`config.mk`:
```
export PLATFORM = sky130hd
export DESIGN_NAME = mcs51_intc
export DESIGN_NICKNAME = d
export VERILOG_FILES = /design/src/rtl/mcs51_pkg.sv /design/src/rtl/mcs51_intc_arb.sv /design/src/rtl/mcs51_intc.sv
export SDC_FILE = /design/constraint.sdc
export NUM_CORES = 1
export LEC_CHECK = 0
export CORE_MARGIN = 2
export CORE_UTILIZATION = 37
export CTS_CLUSTER_DIAMETER = 40
export DETAILED_ROUTE_END_ITERATION = 6
export PLACE_DENSITY = 0.82
export SYNTH_ARGS = -nofsm -noshare
export SYNTH_HDL_FRONTEND = slang
export SYNTH_HIERARCHICAL = 1
export SYNTH_SLANG_ARGS = --single-unit
```
`constraint.sdc`:
```
create_clock -name clk -period 2.5 [get_ports clk]
set_clock_uncertainty 0.2 [all_clocks]
set_input_delay 0.625 -clock clk [delete_from_list [all_inputs] [get_ports clk]]
set_output_delay 0.625 -clock clk [all_outputs]
set_load 0.05 [all_outputs]
```
`src/rtl/mcs51_pkg.sv`:
```
// ---------------------------------------------------------------------------
// mcs51_pkg -- shared types and helpers for the MCS-51 style blocks.
//
// Contents used by the interrupt controller:
//   intc_state_e    : two-state request FSM encoding (INTC_IDLE, INTC_REQ)
//   INTC_VEC_STRIDE : default byte spacing between interrupt vectors
//   intc_vec()      : vector address = base + id * stride, wrapped to 16 bits
// ---------------------------------------------------------------------------
package mcs51_pkg;

    typedef enum logic {
        INTC_IDLE = 1'b0,
        INTC_REQ  = 1'b1
    } intc_state_e;

    localparam int INTC_VEC_STRIDE = 8;

    // The sum is formed at 32 bits and only the low 16 bits are kept, so a
    // large id/stride product wraps around the 64K code space.
    function automatic logic [15:0] intc_vec(input logic [15:0] base,
                                             input logic [3:0]  id,
                                             input int          stride);
        logic [31:0] sum;
        sum = 32'(base) + 32'(id) * 32'(stride);
        return sum[15:0];
    endfunction

endpackage

```
`src/rtl/mcs51_intc_arb.sv`:
```
// ---------------------------------------------------------------------------
// mcs51_intc_arb -- combinational priority arbiter for mcs51_intc.
//
// Ports:
//   eligible    in  NUM_SRC     pending & enabled sources
//   prio        in  NUM_SRC*LW  priority level per source (saturated here)
//   isr         in  NUM_LVL     in-service bit per level
//   win_id      out 4           winning source index
//   win_lvl     out LW          level of the winning source
//   presentable out 1           a winner exists and outranks every active ISR
// ---------------------------------------------------------------------------
module mcs51_intc_arb #(
    parameter int NUM_SRC = 5,
    parameter int NUM_LVL = 2,
    parameter int LW      = $clog2(NUM_LVL)
) (
    input  logic [NUM_SRC-1:0]    eligible,
    input  logic [NUM_SRC*LW-1:0] prio,
    input  logic [NUM_LVL-1:0]    isr,
    output logic [3:0]            win_id,
    output logic [LW-1:0]         win_lvl,
    output logic                  presentable
);

    logic          found;
    logic [LW-1:0] lvl;
    logic          isr_any;
    logic [LW-1:0] isr_top;

    always_comb begin
        // NOTE: every variable gets a default before any conditional write,
        // otherwise the tool infers a latch to hold the old value.
        found   = 1'b0;
        win_id  = '0;
        win_lvl = '0;
        lvl     = '0;
        isr_any = 1'b0;
        isr_top = '0;

        // Scan from the highest index down and accept ties, so the lowest
        // index among equal levels is the last one written and wins.
        for (int i = NUM_SRC - 1; i >= 0; i--) begin
            lvl = prio[i*LW +: LW];
            if (int'(lvl) >= NUM_LVL) begin
                lvl = LW'(NUM_LVL - 1);
            end
            if (eligible[i] && (!found || lvl >= win_lvl)) begin
                found   = 1'b1;
                win_id  = 4'(i);
                win_lvl = lvl;
            end
        end

        for (int j = 0; j < NUM_LVL; j++) begin
            if (isr[j]) begin
                isr_any = 1'b1;
                isr_top = LW'(j);
            end
        end

        presentable = found && (!isr_any || win_lvl > isr_top);
    end

endmodule

```
`src/rtl/mcs51_intc.sv`:
```
// ---------------------------------------------------------------------------
// mcs51_intc -- MCS-51 style interrupt controller with nested priority levels.
//
// Ports:
//   clk, rst_n          clock, asynchronous active-low reset
//   src_i               raw request per source
//   edge_i              1 = rising-edge triggered, 0 = level triggered
//   en_i, ea_i          per-source enable, global enable
//   prio_i              LW-bit priority level per source
//   sw_set_i, sw_clr_i  software set/clear of edge-pending flags
//   irq_ack_i, reti_i   CPU accepts request / CPU returned from ISR
//   irq_req_o           registered request to the CPU
//   irq_id_o, irq_vec_o registered winning source index and vector
//   pend_o, isr_o       pending flags and in-service bits for readback
//
// Build option: define MCS51_INTC_SYNC_EN to pass src_i through a 2-flop
// synchronizer first (src-to-request latency 4 cycles instead of 2).
// ---------------------------------------------------------------------------
module mcs51_intc
    import mcs51_pkg::*;
#(
    parameter int          NUM_SRC    = 5,
    parameter int          NUM_LVL    = 2,
    parameter logic [15:0] VEC_BASE   = 16'h0003,
    parameter int          VEC_STRIDE = INTC_VEC_STRIDE,
    localparam int         LW         = $clog2(NUM_LVL)
) (
    input  logic                  clk,
    input  logic                  rst_n,
    input  logic [NUM_SRC-1:0]    src_i,
    input  logic [NUM_SRC-1:0]    edge_i,
    input  logic [NUM_SRC-1:0]    en_i,
    input  logic                  ea_i,
    input  logic [NUM_SRC*LW-1:0] prio_i,
    input  logic [NUM_SRC-1:0]    sw_set_i,
    input  logic [NUM_SRC-1:0]    sw_clr_i,
    input  logic                  irq_ack_i,
    input  logic                  reti_i,
    output logic                  irq_req_o,
    output logic [3:0]            irq_id_o,
    output logic [15:0]           irq_vec_o,
    output logic [NUM_SRC-1:0]    pend_o,
    output logic [NUM_LVL-1:0]    isr_o
);

    logic [NUM_SRC-1:0] src_s;
    logic [NUM_SRC-1:0] prev_q;
    logic [NUM_SRC-1:0] rise;
    logic [NUM_SRC-1:0] pend_q, pend_d;
    logic [NUM_SRC-1:0] eligible;
    logic [NUM_SRC-1:0] ack_clr;
    logic [NUM_LVL-1:0] isr_q, isr_d;
    logic               clr_done;
    intc_state_e        state_q, state_d;
    logic [3:0]         id_q;
    logic [15:0]        vec_q;
    logic [LW-1:0]      lvl_q;
    logic [3:0]         win_id;
    logic [LW-1:0]      win_lvl;
    logic               presentable;
    logic               ack_fire;

`ifdef MCS51_INTC_SYNC_EN
    logic [NUM_SRC-1:0] sync1_q, sync2_q;

    always_ff @(posedge clk or negedge rst_n) begin
        if (!rst_n) begin
            sync1_q <= '0;
            sync2_q <= '0;
        end else begin
            sync1_q <= src_i;
            sync2_q <= sync1_q;
        end
    end

    assign src_s = sync2_q;
`else
    assign src_s = src_i;
`endif

    // prev_q resets to 0, so a source already high at reset release is
    // seen as a fresh rising edge.
    assign rise     = src_s & ~prev_q;
    assign eligible = pend_q & en_i & {NUM_SRC{ea_i}};
    assign ack_fire = irq_ack_i && (state_q == INTC_REQ);

    mcs51_intc_arb #(
        .NUM_SRC (NUM_SRC),
        .NUM_LVL (NUM_LVL),
        .LW      (LW)
    ) u_arb (
        .eligible    (eligible),
        .prio        (prio_i),
        .isr         (isr_q),
        .win_id      (win_id),
        .win_lvl     (win_lvl),
        .presentable (presentable)
    );

    always_comb begin
        ack_clr = '0;
        for (int i = 0; i < NUM_SRC; i++) begin
            if (ack_fire && id_q == 4'(i)) begin
                ack_clr[i] = 1'b1;
            end
        end
    end

    // Edge sources: a new edge or software set beats any clear in the same
    // cycle. Level sources simply follow the (synchronized) request line.
    always_comb begin
        pend_d = pend_q;
        for (int i = 0; i < NUM_SRC; i++) begin
            if (edge_i[i]) begin
                if (rise[i] || sw_set_i[i]) begin
                    pend_d[i] = 1'b1;
                end else if (ack_clr[i] || sw_clr_i[i]) begin
                    pend_d[i] = 1'b0;
                end
            end else begin
                pend_d[i] = src_s[i];
            end
        end
    end

    // RETI retires the highest active level first; an ack in the same cycle
    // then marks the newly accepted level.
    always_comb begin
        isr_d    = isr_q;
        clr_done = 1'b0;
        for (int j = NUM_LVL - 1; j >= 0; j--) begin
            if (reti_i && !clr_done && isr_q[j]) begin
                isr_d[j] = 1'b0;
                clr_done = 1'b1;
            end
        end
        if (ack_fire) begin
            isr_d[lvl_q] = 1'b1;
        end
    end

    always_ff @(posedge clk or negedge rst_n) begin
        if (!rst_n) begin
            state_q <= INTC_IDLE;
        end else begin
            // NOTE: sequential state uses non-blocking assignments so every
            // register samples its pre-edge inputs, independent of block order.
            state_q <= state_d;
        end
    end

    always_comb begin
        state_d = state_q;
        case (state_q)
            INTC_IDLE: if (presentable) state_d = INTC_REQ;
            INTC_REQ:  if (ack_fire || !presentable) state_d = INTC_IDLE;
            default:   state_d = INTC_IDLE;
        endcase
    end

    always_comb begin
        irq_req_o = (state_q == INTC_REQ);
    end

    // id/vector/level track the live winner whenever a request will be shown
    // next cycle, so a higher-priority arrival replaces the presented one.
    always_ff @(posedge clk or negedge rst_n) begin
        if (!rst_n) begin
            prev_q <= '0;
            pend_q <= '0;
            isr_q  <= '0;
            id_q   <= '0;
            vec_q  <= '0;
            lvl_q  <= '0;
        end else begin
            prev_q <= src_s;
            pend_q <= pend_d;
            isr_q  <= isr_d;
            if (state_d == INTC_REQ) begin
                id_q  <= win_id;
                vec_q <= intc_vec(VEC_BASE, win_id, VEC_STRIDE);
                lvl_q <= win_lvl;
            end
        end
    end

    assign irq_id_o  = id_q;
    assign irq_vec_o = vec_q;
    assign pend_o    = pend_q;
    assign isr_o     = isr_q;

endmodule
```
==> out/results.ini, run 1 <==
[yosys]
synth_area_leaders = dfrtp_1 46%, buf_4 12%, nand2_1 6.5%, a221o_1 4.8%, mux2_2 4.3%
synth_area_mm2 = 0.001044
synthArstFlopShare_pct = 100.0
synth_warnings = 6
synth_top_cell_by_area = dfrtp_1
avgSynthCellArea_um2 = 10.03
ys_seq_area_share_pct = 45.56
syn_inst = 104
synth_seq_cells = 19
synth_ff_type = dfrtp_1
synth_edf_count = 0
yosysUniqueCellTypes = 28
synth.top_cell.area_share_pct = 45.56

[detailed_routing]
drt_iter0_markers = 27
drc_errors = 0
wl_per_cell_um = 14.68
vias = 1010
totalWireLength_um = 2878
drtPass1Iterations = 4
via_per_inst = 5.153
ant_nets = 0

[setup_path]
critical_path_arrival_ns = 2.46
end_kind = flip-flop
reg2reg_to = irq_id_o[1]
cp-startpoint = en_i[4]
critPathMaxFanout = 8
rr_startpoint = pend_o[4]
endpoint = irq_id_o[1]
reg2reg_slack_ns = 0.32
worstSetupStartpointType = input pin
rr_worst_depth = 5
worstSetupPathType = in -> reg
cp.required_ns = 2.49

[global_routing]
grt_first_pass_wirelength_um = 4664
antenna_found_initial = 0
grt_max_degree = 20
grt_pass1_vias = 1023
grt.overflow.total = 0
grt_use_total_pct = 18.34

[sta]
relSlewSlack_pct = 65.70
rsz0062_at_grt = no
worst_pin_slew_ns = 0.5129
max_freq_ghz = 0.4055
finalMaxSlewViolations = 0
hold_slack_ns = 0.3209
hold_viol = 0
fin_crit_sh_pct = 98.65
final.min_clock_period_ns = 2.466
setup_viol = 0

[clocking]
cts_tree = built
ctsLongestPathBuffers = 2
clkTransAtPathRegs_ns = 0.10
root_buffer = clkbuf_4
h-tree-depth = 1
numCtsBuffers = 3
clk_latency_ns = 0.30
cts_sinks = 19

[place]
detailed_place.area_mm2 = 0.001592
io_buffer_count = 52
dpl.cell_count = 190
gp_congestion = 0.8085
place_hpwl_um = 2261

[die]
rows = 19
die_area_mm2 = 0.003261
core_mm2 = 0.002710
die_h_um = 57.11
initial_core_util_pct = 38.50
io_pins = 63
fp.dieW_um = 57.11

[layout]
area_delta_synth_final_pct = 61.27
mostFrequentLayoutCells = 49 x clkdlybuf4s50_1, 19 x dfrtp_1, 18 x nand2_1, 12 x buf_4, 11 x conb_1
stdcell_area_mm2 = 0.001683
antenna_cells = 0
drive_gt1_share_pct = 16.97
final_common_cell = clkdlybuf4s50_1
final_cells = 196
multi_input_area_um2 = 515.5
seqCellArea_um2 = 475.5
num-fill-cells = 222
nets = 201

[run]
maxCapViolations = 0

[pwr]
powerDensity_mw_per_mm2 = 822.9
peakVddDrop_uv = 937.3
cellLeakagePower_nw = 0.7522

[worst_hold_path]
worst_hold_path_type = reg -> reg

[run_status]
outcome = finished, final reports clean

-- power by group --
part	leakage (nW)	switching, mW	internal, mW	total [mW]
sequential	0.225	0.0825	0.373	0.455
combinational	0.509	0.472	0.306	0.778
clock	0.0177	0.0919	0.0596	0.152
-- sequential cells by signal, indices dropped and copies added, names as in the netlist --
signal,count
irq_req_o,1
isr_o,2
lvl_q,1
pend_o,5
irq_vec_o,2
irq_id_o,3
prev_q,5
-- kinds of logic (layout without fill, tap and decap cells) --
family | after synthesis | after routing | synth area share (%)
AND/OR/NAND/NOR | 33 | 33 | 15.95
AO/OA/AOI/OAI | 27 | 27 | 20.86
flip-flops | 19 | 19 | 45.56
buffers and inverters | 19 | 71 | 12.59
multiplexers | 4 | 4 | 4.316
other | 2 | 11 | 0.7197
-- per-stage QoR --
stage / setup WS [ns] / TNS, ns / total power, mW / utilization, %
after floorplan: 0.05296 / 0 / 0.9520 / -
after global placement: -0.3540 / -1.763 / 1.182 / 58.73
after detailed placement: -0.4532 / -2.288 / 1.194 / 58.73
after CTS: 0.01137 / 0 / 1.363 / 60.16
after global routing: 0.007134 / 0 / 1.452 / 62.10
final: 0.03364 / 0 / 1.385 / 62.10
-- cell usage after synthesis (all sizes together), types with 2 or more instances --
library cell / n
nor2b: 2
or2: 2
mux2: 4
nand2: 18
nor2: 2
buf: 16
a221o: 5
dfrtp: 19
a21boi: 2
o21ai: 4
a22oi: 2
a211oi: 5
and3: 5
conb: 2
a311oi: 2
inv: 3
-- worst min path at each step --
stage / start / endpoint / slack, ns / depth (start not counted)
floorplan: rst_n / irq_id_o[0] / 0.13 / 0
global placement: lvl_q / isr_o[0] / 0.28 / 1
detailed placement: irq_vec_o[1] / irq_vec_o[1] / 0.31 / 1
CTS: lvl_q / isr_o[0] / 0.33 / 1
global route: irq_vec_o[1] / irq_vec_o[1] / 0.35 / 1
finish: lvl_q / isr_o[0] / 0.32 / 1
-- layout make-up --
| type | instances | area share, % |
|---|---|---|
| Clock buffer | 3 | 1.338 |
| Clock inverter | 1 | 0.2974 |
| Inverter | 3 | 0.6691 |
| Multi-Input combinational cell | 75 | 30.63 |
| Sequential cell | 19 | 28.25 |
| Tap cell | 31 | 2.305 |
| Timing Repair Buffer | 64 | 36.51 |
-- worst max-delay path, stage by stage --
cell and delay, ns:
clkdlybuf4s50_1 0.40, and3_1 0.20, a222oi_1 0.52, a311oi_2 0.18, a21boi_4 0.21, mux2_4 0.32
-- timing repair --
action,CTS,global route
hold buffers,0,0
buffers inserted,0,2
endpoints found under the setup margin,4,5
hold endpoints to repair,0,0
resized for setup,3,10
pin swaps,1,1
-- routing by layer --
layer  track usage [%]  vias to the layer above  routed length, µm
li1                  -                      479                  -
met1             22.63                      472               1167
met2             31.86                       54               1439
met3             3.628                        5                228
met4             6.645                        0                 43
met5                 0                        -                  0
(Power assumes the default switching activity.)
==> run 2, diff against run 1 <==
ABC_AREA = 1   (was not set)
CORE_UTILIZATION = 39   (was 37)
==> run 2 against run 1 <==
  * The flow now finishes with violations (DRC)
  * Critical endpoint is now irq_id_o[0]
  * Sequential power fell by 4.4%
  * Largest power group unchanged
  * Die area grew 5.5%
  * Worst setup slack improved by 0.090 ns
  * Non-clock buffer count shrank 2
  * Clock power about the same
  * Via count increased by 9.1%
  * Core utilization rose by 0.081 points
==> out/results.ini, run 2 <==
[run_status]
outcome = finished, violations left
violations = DRC

[sta]
max_freq_ghz = 0.4207
rsz0062_at_grt = no
layout_setup_ws_ns = 0.1233
hold_viol = 0
final.min_clock_period_ns = 2.377
hold_slack_ns = 0.2945
worst_pin_slew_ns = 0.5074
finalMaxSlewViolations = 0
fin_crit_sh_pct = 95.07
relSlewSlack_pct = 66.07
setup_viol = 0

[place]
detailed_place.area_mm2 = 0.001713
gp_congestion = 0.7922
place_hpwl_um = 2081
io_buffer_count = 52
dp_slack_ns = -0.1061

[pwr]
p_sw_uw = 655.2
cellLeakagePower_nw = 0.8714
peakVddDrop_uv = 620.9
swShare_pct = 48.67
combPwrFrac_pct = 56.5
intPower_uw = 691.1
powerDensity_mw_per_mm2 = 771.9
power.clock.fraction_pct = 11.2
pwr-share-seq_pct = 32.3

[yosys]
synth_warnings = 6
synth.top_cell.area_share_pct = 40.82
synth_seq_cells = 19
synth_ff_type = dfrtp_1
avgSynthCellArea_um2 = 7.191
syn_inst = 162
synth_area_leaders = dfrtp_1 41%, nand2_1 13%, buf_4 10%, nor2_1 7.4%, inv_1 6.8%
synth_area_mm2 = 0.001165
synth_edf_count = 0
synthArstFlopShare_pct = 100.0
yosysUniqueCellTypes = 20
ys_seq_area_share_pct = 40.82
synth_commonest_cells = 40 x nand2_1, 23 x nor2_1, 21 x inv_1, 19 x dfrtp_1, 16 x buf_4
synth.most_common_cell = nand2_1
synth_top_cell_by_area = dfrtp_1

[global_routing]
antenna_found_initial = 0
grt_pass1_vias = 1041
grt_first_pass_wirelength_um = 4071
grt_use_total_pct = 15.38
grt_max_degree = 20
grt.overflow.total = 0

[die]
core_mm2 = 0.002805
fp.dieW_um = 58.65
die_area_mm2 = 0.003440
die_h_um = 58.65
io_pins = 63
initial_core_util_pct = 41.53
rows = 19

[detailed_routing]
vias = 1102
drc_errors = 4
drtPass1Iterations = 6
ant_nets = 0
via_per_inst = 4.373
totalWireLength_um = 2507
wl_per_cell_um = 9.948
drt_iter0_markers = 15

[run]
maxCapViolations = 0

[setup_path]
path_cells = clkdlybuf4s50_1
end_kind = output port
cp.buffers_inverters = 1
worstSetupStartpointType = flip-flop
crit_path_top_delay_cell = clkdlybuf4s50_1
worstSetupPathType = reg -> out
cpLargestDelayFamily = buffers and inverters
critical_path_arrival_ns = 1.55
slowest_delay_ns = 0.83
cp.required_ns = 1.67
critPathMaxFanout = 5

[clocking]
clkTransAtPathRegs_ns = 0.10
cts_sinks = 19
numCtsBuffers = 3
cts_tree = built
ctsLongestPathBuffers = 2
clk_latency_ns = 0.29
h-tree-depth = 1
root_buffer = clkbuf_4

[layout]
final_common_cell = clkdlybuf4s50_1
nets = 257
mostFrequentLayoutCells = 50 x clkdlybuf4s50_1, 40 x nand2_1, 23 x nor2_1, 21 x inv_1, 19 x dfrtp_1
stdcell_area_mm2 = 0.001744
post-route-util_pct = 62.18
area_delta_synth_final_pct = 49.73
antenna_cells = 0
drive_gt1_share_pct = 13.57

[worst_hold_path]
worst_hold_path_type = reg -> reg

run 2: layer usage:
metal  routed length (µm)  vias up  share of wire [%]  global-route usage, %
met5                    0        -                  0                      0
met4                   10        0               0.40                  4.870
met3                  174        2                6.9                  3.297
met2                 1204       33                 48                  27.29
met1                 1118      482                 45                  18.58
li1                     -      585                  -                      -
run 2: per-stage QoR:
stage / TNS (ns) / std cells / total power, mW
after detailed placement: -0.2314 / 248 / 1.203
final: 0 / 252 / 1.346
after global routing: 0 / 252 / 1.419
after global placement: -0.02686 / 248 / 1.203
after CTS: 0 / 252 / 1.360
after floorplan: 0 / 171 / 0.9757
run 2: path summary, 6_finish.rpt:
| path | slack [ns] | start | cells past startpoint | to |
|---|---|---|---|---|
| min reg2reg | 0.29 | lvl_q | 1 | isr_o[0] |
| max in group asynchronous | 1.45 | rst_n | 2 | isr_o[1] |
| min in group asynchronous | 0.45 | rst_n | 2 | prev_q[2] |
| min | 0.29 | lvl_q | 1 | isr_o[0] |
| max reg2reg | 0.66 | pend_o[4] | 11 | irq_vec_o[1] |
| max | 0.12 | irq_id_o[0] | 1 | irq_id_o[0] |
run 2: cells by family after synthesis:
family	count (synthesis)	synth area share, %
flops	19	40.82
buf+inv	42	18.91
simple gates	79	28.89
other cells	2	0.6447
compound gates	20	10.74
run 2: final cells by class:
type / instances / area (µm²)
inverter: 26 / 100.1
multi-input combinational: 110 / 503.0
fill: 240 / 1061
clock buffer: 4 / 26.28
tap: 31 / 38.79
timing repair buffer: 62 / 600.6
sequential: 19 / 475.5
run 2: power by group through the flow:
stage	Sequential [mW]	Combinational (mW)	Clock (mW)
final	0.435	0.761	0.150
after detailed placement	0.441	0.762	0
after global routing	0.447	0.808	0.164
after global placement	0.442	0.761	0
after CTS	0.436	0.767	0.157
after floorplan	0.619	0.357	0
run 2: timing repair:
action / 4_1_cts / 5_1_grt
gates resized for setup: 0 / 2
setup buffers: 0 / 0
hold buffers: 0 / 0
endpoints found under the setup margin: 0 / 2
==> run 3, diff against run 2 <==
ABC_CLOCK_PERIOD_IN_PS = 2500   (was not set)
==> results of run 3 <==
Final layout, timing and power as in run 2 (identical DEF).
